**config.mk**
```make
export PLATFORM = sky130hd
export DESIGN_NAME = can_frame_sequencer
export DESIGN_NICKNAME = d
export VERILOG_FILES = /design/src/rtl/can_frame_sequencer_pkg.sv /design/src/rtl/can_frame_sequencer_counter.sv /design/src/rtl/can_frame_sequencer.sv
export SDC_FILE = /design/constraint.sdc
export NUM_CORES = 1
export LEC_CHECK = 0
export CORE_AREA = 4 4 64 66
export CTS_CLUSTER_SIZE = 25
export DETAILED_ROUTE_END_ITERATION = 8
export DIE_AREA = 0 0 68 70
export HOLD_SLACK_MARGIN = 0.12
export PLACE_DENSITY = 0.83
export SETUP_SLACK_MARGIN = 0.02
export SYNTH_ARGS = -nofsm -noshare
export SYNTH_HDL_FRONTEND = slang
export SYNTH_SLANG_ARGS = --single-unit
export TNS_END_PERCENT = 30
```
**constraint.sdc**
```tcl
create_clock -name clk -period 3 [get_ports clk]
set_clock_uncertainty 0.1 [all_clocks]
set_input_delay 0.6 -clock clk [delete_from_list [all_inputs] [get_ports clk]]
set_output_delay 0.6 -clock clk [all_outputs]
set_load 0.1 [all_outputs]
```
**src/rtl/can_frame_sequencer_pkg.sv**
```systemverilog
// can_frame_sequencer_pkg: shared CAN field codes, field lengths and data-length helper
package can_frame_sequencer_pkg;
  typedef enum logic [4:0] {
    FLD_INTEG, FLD_IDLE, FLD_ID_A, FLD_RTR_SRR, FLD_IDE, FLD_ID_B, FLD_RTR_EXT, FLD_R1,
    FLD_R0, FLD_DLC, FLD_DATA, FLD_CRC, FLD_CRC_D, FLD_ACK_S, FLD_ACK_D, FLD_EOF, FLD_IFS
  } fld_e;
  localparam logic [6:0] LEN_ID_A = 7'd11;
  localparam logic [6:0] LEN_ID_B = 7'd18;
  localparam logic [6:0] LEN_CRC  = 7'd15;
  localparam logic [6:0] LEN_DLC  = 7'd4;
  function automatic logic [6:0] data_bits(input logic rtr, input logic [3:0] dlc);
    return rtr ? 7'd0 : dlc[3] ? 7'd64 : {1'b0, dlc[2:0], 3'b000};
  endfunction
endpackage

```
**src/rtl/can_frame_sequencer_counter.sv**
```systemverilog
// can_field_counter: loadable down-counter of bits remaining in the current field
module can_field_counter (
  input  logic       clk,
  input  logic       reset,
  input  logic       load,
  input  logic       en,
  input  logic [6:0] len,
  output logic [6:0] cnt,
  output logic       last
);
  logic [6:0] cnt_q;
  // load wins over decrement; zero means unarmed and never wraps
  always_ff @(posedge clk or posedge reset)
    if (reset) cnt_q <= '0;
    else if (load) cnt_q <= len;
    else if (en && cnt_q != '0) cnt_q <= cnt_q - 7'd1;
  assign cnt  = cnt_q;
  assign last = cnt_q == 7'd1;
endmodule

```
**src/rtl/can_frame_sequencer.sv**
```systemverilog
// can_frame_sequencer: tracks the field of the next sampled CAN bit and drives field strobes
module can_frame_sequencer
  import can_frame_sequencer_pkg::*;
#(
  parameter int INTEG_BITS = 11,
  parameter int EOF_BITS   = 7,
  parameter int IFS_BITS   = 3
) (
  input  logic       clk,
  input  logic       reset,
  input  logic       sp,
  input  logic       rx,
  input  logic       stuff_bit,
  input  logic       abort,
  output logic [4:0] field,
  output logic       f_crc_d,
  output logic       f_ack_d,
  output logic       f_ack_slot,
  output logic       f_eof,
  output logic       stuff_en,
  output logic       ide,
  output logic       rtr,
  output logic [3:0] dlc,
  output logic       frame_done,
  output logic       in_frame
);
  fld_e fld_q, fld_d, nxt;
  logic [6:0] bit_cnt, nxt_len, len;
  logic [3:0] dlc_q, dlc_d, dlc_shift;
  logic ide_q, ide_d, rtr_q, rtr_d, in_frame_d, done_d;
  logic cnt_last, load, en, adv, acc;
  assign acc       = sp && !(stuff_bit && stuff_en);
  assign dlc_shift = {dlc_q[2:0], rx};
  can_field_counter u_cnt (
    .clk(clk), .reset(reset), .load(load), .en(en), .len(len), .cnt(bit_cnt), .last(cnt_last)
  );
  // field successor of the current bit and whether this sample leaves the field
  always_comb begin
    nxt = FLD_INTEG;
    adv = cnt_last;
    case (fld_q)
      FLD_INTEG:   begin nxt = FLD_IDLE; adv = cnt_last && rx; end
      FLD_IDLE:    begin nxt = FLD_ID_A; adv = !rx; end
      FLD_ID_A:    nxt = FLD_RTR_SRR;
      FLD_RTR_SRR: nxt = FLD_IDE;
      FLD_IDE:     nxt = rx ? FLD_ID_B : FLD_R0;
      FLD_ID_B:    nxt = FLD_RTR_EXT;
      FLD_RTR_EXT: nxt = FLD_R1;
      FLD_R1:      nxt = FLD_R0;
      FLD_R0:      nxt = FLD_DLC;
      FLD_DLC:     nxt = data_bits(rtr_q, dlc_shift) != '0 ? FLD_DATA : FLD_CRC;
      FLD_DATA:    nxt = FLD_CRC;
      FLD_CRC:     nxt = FLD_CRC_D;
      FLD_CRC_D:   nxt = FLD_ACK_S;
      FLD_ACK_S:   nxt = FLD_ACK_D;
      FLD_ACK_D:   nxt = FLD_EOF;
      FLD_EOF:     nxt = FLD_IFS;
      FLD_IFS:     begin nxt = rx ? FLD_IDLE : cnt_last ? FLD_ID_A : FLD_INTEG; adv = cnt_last || !rx; end
      default:     adv = 1'b1;
    endcase
  end
  // length loaded into the counter on entry to the successor field
  always_comb
    case (nxt)
      FLD_ID_A:            nxt_len = LEN_ID_A;
      FLD_ID_B:            nxt_len = LEN_ID_B;
      FLD_DLC:             nxt_len = LEN_DLC;
      FLD_DATA:            nxt_len = data_bits(rtr_q, dlc_shift);
      FLD_CRC:             nxt_len = LEN_CRC;
      FLD_EOF:             nxt_len = 7'(EOF_BITS);
      FLD_IFS:             nxt_len = 7'(IFS_BITS);
      FLD_INTEG, FLD_IDLE: nxt_len = 7'd0;
      default:             nxt_len = 7'd1;
    endcase
  // commit the sample: abort first, then field advance or in-field counting and latching
  always_comb begin
    fld_d = fld_q;
    load = 1'b0;
    en = 1'b0;
    len = nxt_len;
    ide_d = ide_q;
    rtr_d = rtr_q;
    dlc_d = dlc_q;
    in_frame_d = in_frame;
    done_d = 1'b0;
    if (abort) begin
      fld_d = FLD_INTEG;
      load = 1'b1;
      len = 7'd0;
      in_frame_d = 1'b0;
    end else if (acc) begin
      if (adv) begin
        fld_d = nxt;
        load = 1'b1;
        in_frame_d = nxt == FLD_ID_A || (in_frame && fld_q != FLD_EOF);
        done_d = fld_q == FLD_EOF;
      end else if (fld_q == FLD_INTEG && !(rx && bit_cnt != '0)) begin
        load = 1'b1;
        len = rx ? 7'(INTEG_BITS - 1) : 7'd0;
      end else en = 1'b1;
      rtr_d = (fld_q == FLD_RTR_SRR || fld_q == FLD_RTR_EXT) ? rx : rtr_q;
      ide_d = fld_q == FLD_IDE ? rx : ide_q;
      dlc_d = fld_q == FLD_DLC ? dlc_shift : dlc_q;
    end
  end
  // state, latches and strobes decoded from the next field so they are registered
  always_ff @(posedge clk or posedge reset)
    if (reset) begin
      fld_q <= FLD_INTEG;
      ide_q <= 1'b0;
      rtr_q <= 1'b0;
      dlc_q <= '0;
      in_frame <= 1'b0;
      frame_done <= 1'b0;
      f_crc_d <= 1'b1;
      f_ack_d <= 1'b1;
      f_ack_slot <= 1'b0;
      f_eof <= 1'b0;
      stuff_en <= 1'b0;
    end else begin
      fld_q <= fld_d;
      ide_q <= ide_d;
      rtr_q <= rtr_d;
      dlc_q <= dlc_d;
      in_frame <= in_frame_d;
      frame_done <= done_d;
      f_crc_d <= fld_d != FLD_CRC_D;
      f_ack_d <= fld_d != FLD_ACK_D;
      f_ack_slot <= fld_d == FLD_ACK_S;
      f_eof <= fld_d == FLD_EOF;
      stuff_en <= fld_d >= FLD_ID_A && fld_d <= FLD_CRC;
    end
  assign field = fld_q;
  assign ide   = ide_q;
  assign rtr   = rtr_q;
  assign dlc   = dlc_q;
endmodule
```
==> metrics <==
PwrDens=between 500 and 600 nW/um^2; WP buf/inv=2; Top Ports=24; GPL Wtd Cong=about 0.94; worst-margin pin slew=roughly 0.64 ns; Max IR drop VDD=0.241 mV; Hold-fix buffers, CTS=0; relative slew slack=0.568; Leakage=approximately 0.00096 uW; setup slack, reg-to-reg=~0.27 ns; Crit-path slowest cell=nor4_1; Final Hold Fails=0; IO Port Bufs=23; crit share post-route=0.909; critical path endpoint category=flop; Die Ht=70 um; number of global-route vias before repair=between 1,500 and 2,000; initial core utilization=0.533; CP Max Fanout=4; Total Wirelength=around 4800 um; YS warnings=0; mapped cell area=between 1500 and 2000 um^2; hpwl dp=roughly 3600 um; first-pass GRT wire length=between 8000 and 9000 um; clk_lat worst skew=roughly 0.33 ns; via density per instance=between 6 and 7; RSZ-0062 raised after global routing=no; Arr. time, crit path=2.84 ns; post-synthesis sequential area ratio=0.330; Worst path max stage delay=0.44 ns; outcome=completed; grt ovf=0; Synth cell types=57; critical path class=reg2reg; pin count of the biggest net entering global routing=26; syn avg cell area=around 8.7 um^2; clk buf depth=2; H-tree Lvls=1; drc violations=0; ANT cells=0; DIE WIDTH=about 68 um; # nets final=approximately 260; GRT Resource Usage Total=0.224; worst-path cell chain=inv_1, ha_1, nor2b_1, a211oi_2, nor3_1, a211oi_1, nor4_1, buf_4, o221ai_1; Setup TNS Final=0 ns; Max Clk Rate=367 MHz; CTS Buf Count=3; Hold/Removal Path Class=reg2reg; layout cells sized above 1=0.267; synthesis-to-layout area growth=19.0%; Final Critical Period=2.73 ns; EDFF count, synth=0; postcts setup bufs=0; CTS Sinks=25; startpoint types=flop; Worst-path clk slew=~0.14 ns; Starting DRT DRC Count=slightly below 200; Clock Tree Root=clkbuf_4; Syn Inst Count=218; family with the most delay on the worst path=simple AND/OR/NAND/NOR gates; via count=about 1,800; required time of the worst setup path=around 3.1 ns; Top FF cell, synth=dfrtp_1; row cnt=22; post-DR wirelength/cell=around 16 um; Die Area=approximately 4800 um^2; antenna violations before repair=0; post-route ant nets=0; syn nets=between 200 and 250; Slew Limit Fails=0; Max-Cap Viols=0; Seq cells post-synth=25; CTS tree=yes; Final setup viols=0; total power=between 1000 and 1500 uW; Async SR Flop Fraction=1.00; Initial DRT Pass Iterations=4; Core ar.=between 3000 and 4000 um^2; Post-CTS Resized=0; max FFs per register=7
cells in the final DEF (no fill, tap or decap), types with 4 or more instances in the layout:
cell	instances
buf_4	36
dfrtp_1	23
nor2_1	22
nand2_1	18
o21ai_0	11
nor2b_1	10
a21oi_1	8
nor3_1	8
inv_1	7
nand3_1	6
mux2_2	6
nand2b_1	5
nor4_1	5
clkdlybuf4s50_1	5
mux2i_1	4
o31ai_1	4
nor3b_1	4
layer usage:
metal,routed length [um],track usage,vias to the layer above
li1,-,-,876
met1,2240,0.329,883
met2,2230,0.325,65
met3,245,0.0273,12
met4,113,0.0971,0
met5,0,0,-
cells in the mapped netlist, types with 2 or more instances:
library cell  count  area (um^2)
or3_1             3         18.8
nor4_4            3         63.8
nor3_2            2         20.0
o221ai_1          3         26.3
nor3b_1           4         30.0
buf_1             2         7.51
ha_1              3         37.5
mux2_2            6         67.6
and2_1            2         12.5
dfstp_2           2         52.6
nor2_1           22         82.6
nand2b_1          5         31.3
o31ai_1           4         30.0
nand3b_1          2         15.0
o22a_1            2         17.5
nand3_1           6         30.0
mux2_4            2         30.0
a21oi_1           8         40.0
inv_1             7         26.3
a211oi_1          3         22.5
a31o_2            3         26.3
nand2_1          18         67.6
clkbuf_1         10         37.5
xnor2_1           2         17.5
a31oi_1           2         12.5
dfrtp_1          23          576
a211oi_2          3         37.5
nor3_1            8         40.0
o21ai_0          11         55.1
a32oi_1           2         17.5
o21a_1            3         22.5
mux2i_1           4         40.0
nor4_1            5         31.3
nor2b_1          10         62.6
cells by family after synthesis:
kind of cell               count (synthesis)  share of synthesized area
xor gates and xnor gates                   2                    0.00919
buffers and inverters                     20                     0.0407
muxes                                     12                     0.0722
adders and majority gates                  3                     0.0197
and+or+nand+nor                           99                      0.307
AOI/OAI and AO/OA                         57                      0.222
DFF                                       25                      0.330
final timing paths:
check                           cells after the start                  endpoint                     start
min in group asynchronous                           3        dlc[3]$_DFFE_PP0P_                     reset
max in group asynchronous                           3         f_crc_d$_DFF_PP1_                     reset
worst min register to register                      1           ide$_DFFE_PP0P_           ide$_DFFE_PP0P_
worst max-delay path                                9  u_cnt.cnt[1]$_DFFE_PP0P_  u_cnt.cnt[1]$_DFFE_PP0P_
worst max register to register                      9  u_cnt.cnt[1]$_DFFE_PP0P_  u_cnt.cnt[1]$_DFFE_PP0P_
worst min-delay path                                1           ide$_DFFE_PP0P_           ide$_DFFE_PP0P_
worst reg2reg max path, cell delays in order, from the launching register on:
cell      delay (ns)
dfrtp_1         0.41
inv_1           0.11
ha_1            0.23
nor2b_1         0.35
a211oi_2        0.18
nor3_1          0.37
a211oi_1        0.13
nor4_1          0.44
buf_4           0.18
o221ai_1        0.10
cell type report:
class | count | area [um^2]
tap | 48 | 60.1
multi-input combinational | 173 | 1200
inverter | 8 | 32.5
clock buffer | 3 | 22.5
fill | 310 | 1310
clock inverter | 1 | 5.00
timing repair buffer | 41 | 320
sequential | 25 | 628
per-stage QoR:
step / setup WS [ns] / cells / util / hold slack [ns] / instance area (um^2)
finish: 0.273 / 299 / 0.634 / 0.423 / 2270
global route: 0.158 / 299 / 0.634 / 0.455 / 2270
CTS: 0.360 / 299 / 0.634 / 0.427 / 2270
detailed placement: 0.0676 / 295 / 0.626 / 0.394 / 2240
global placement: 0.175 / 295 / 0.626 / 0.389 / 2240
floorplan: 0.107 / 218 / - / 0.453 / 1910
where the power goes:
part	internal, uW	switching (uW)
registers	381	78.8
logic	279	356
clock network	50.2	106
No activity file was read; power rests on OpenSTA's default activity.
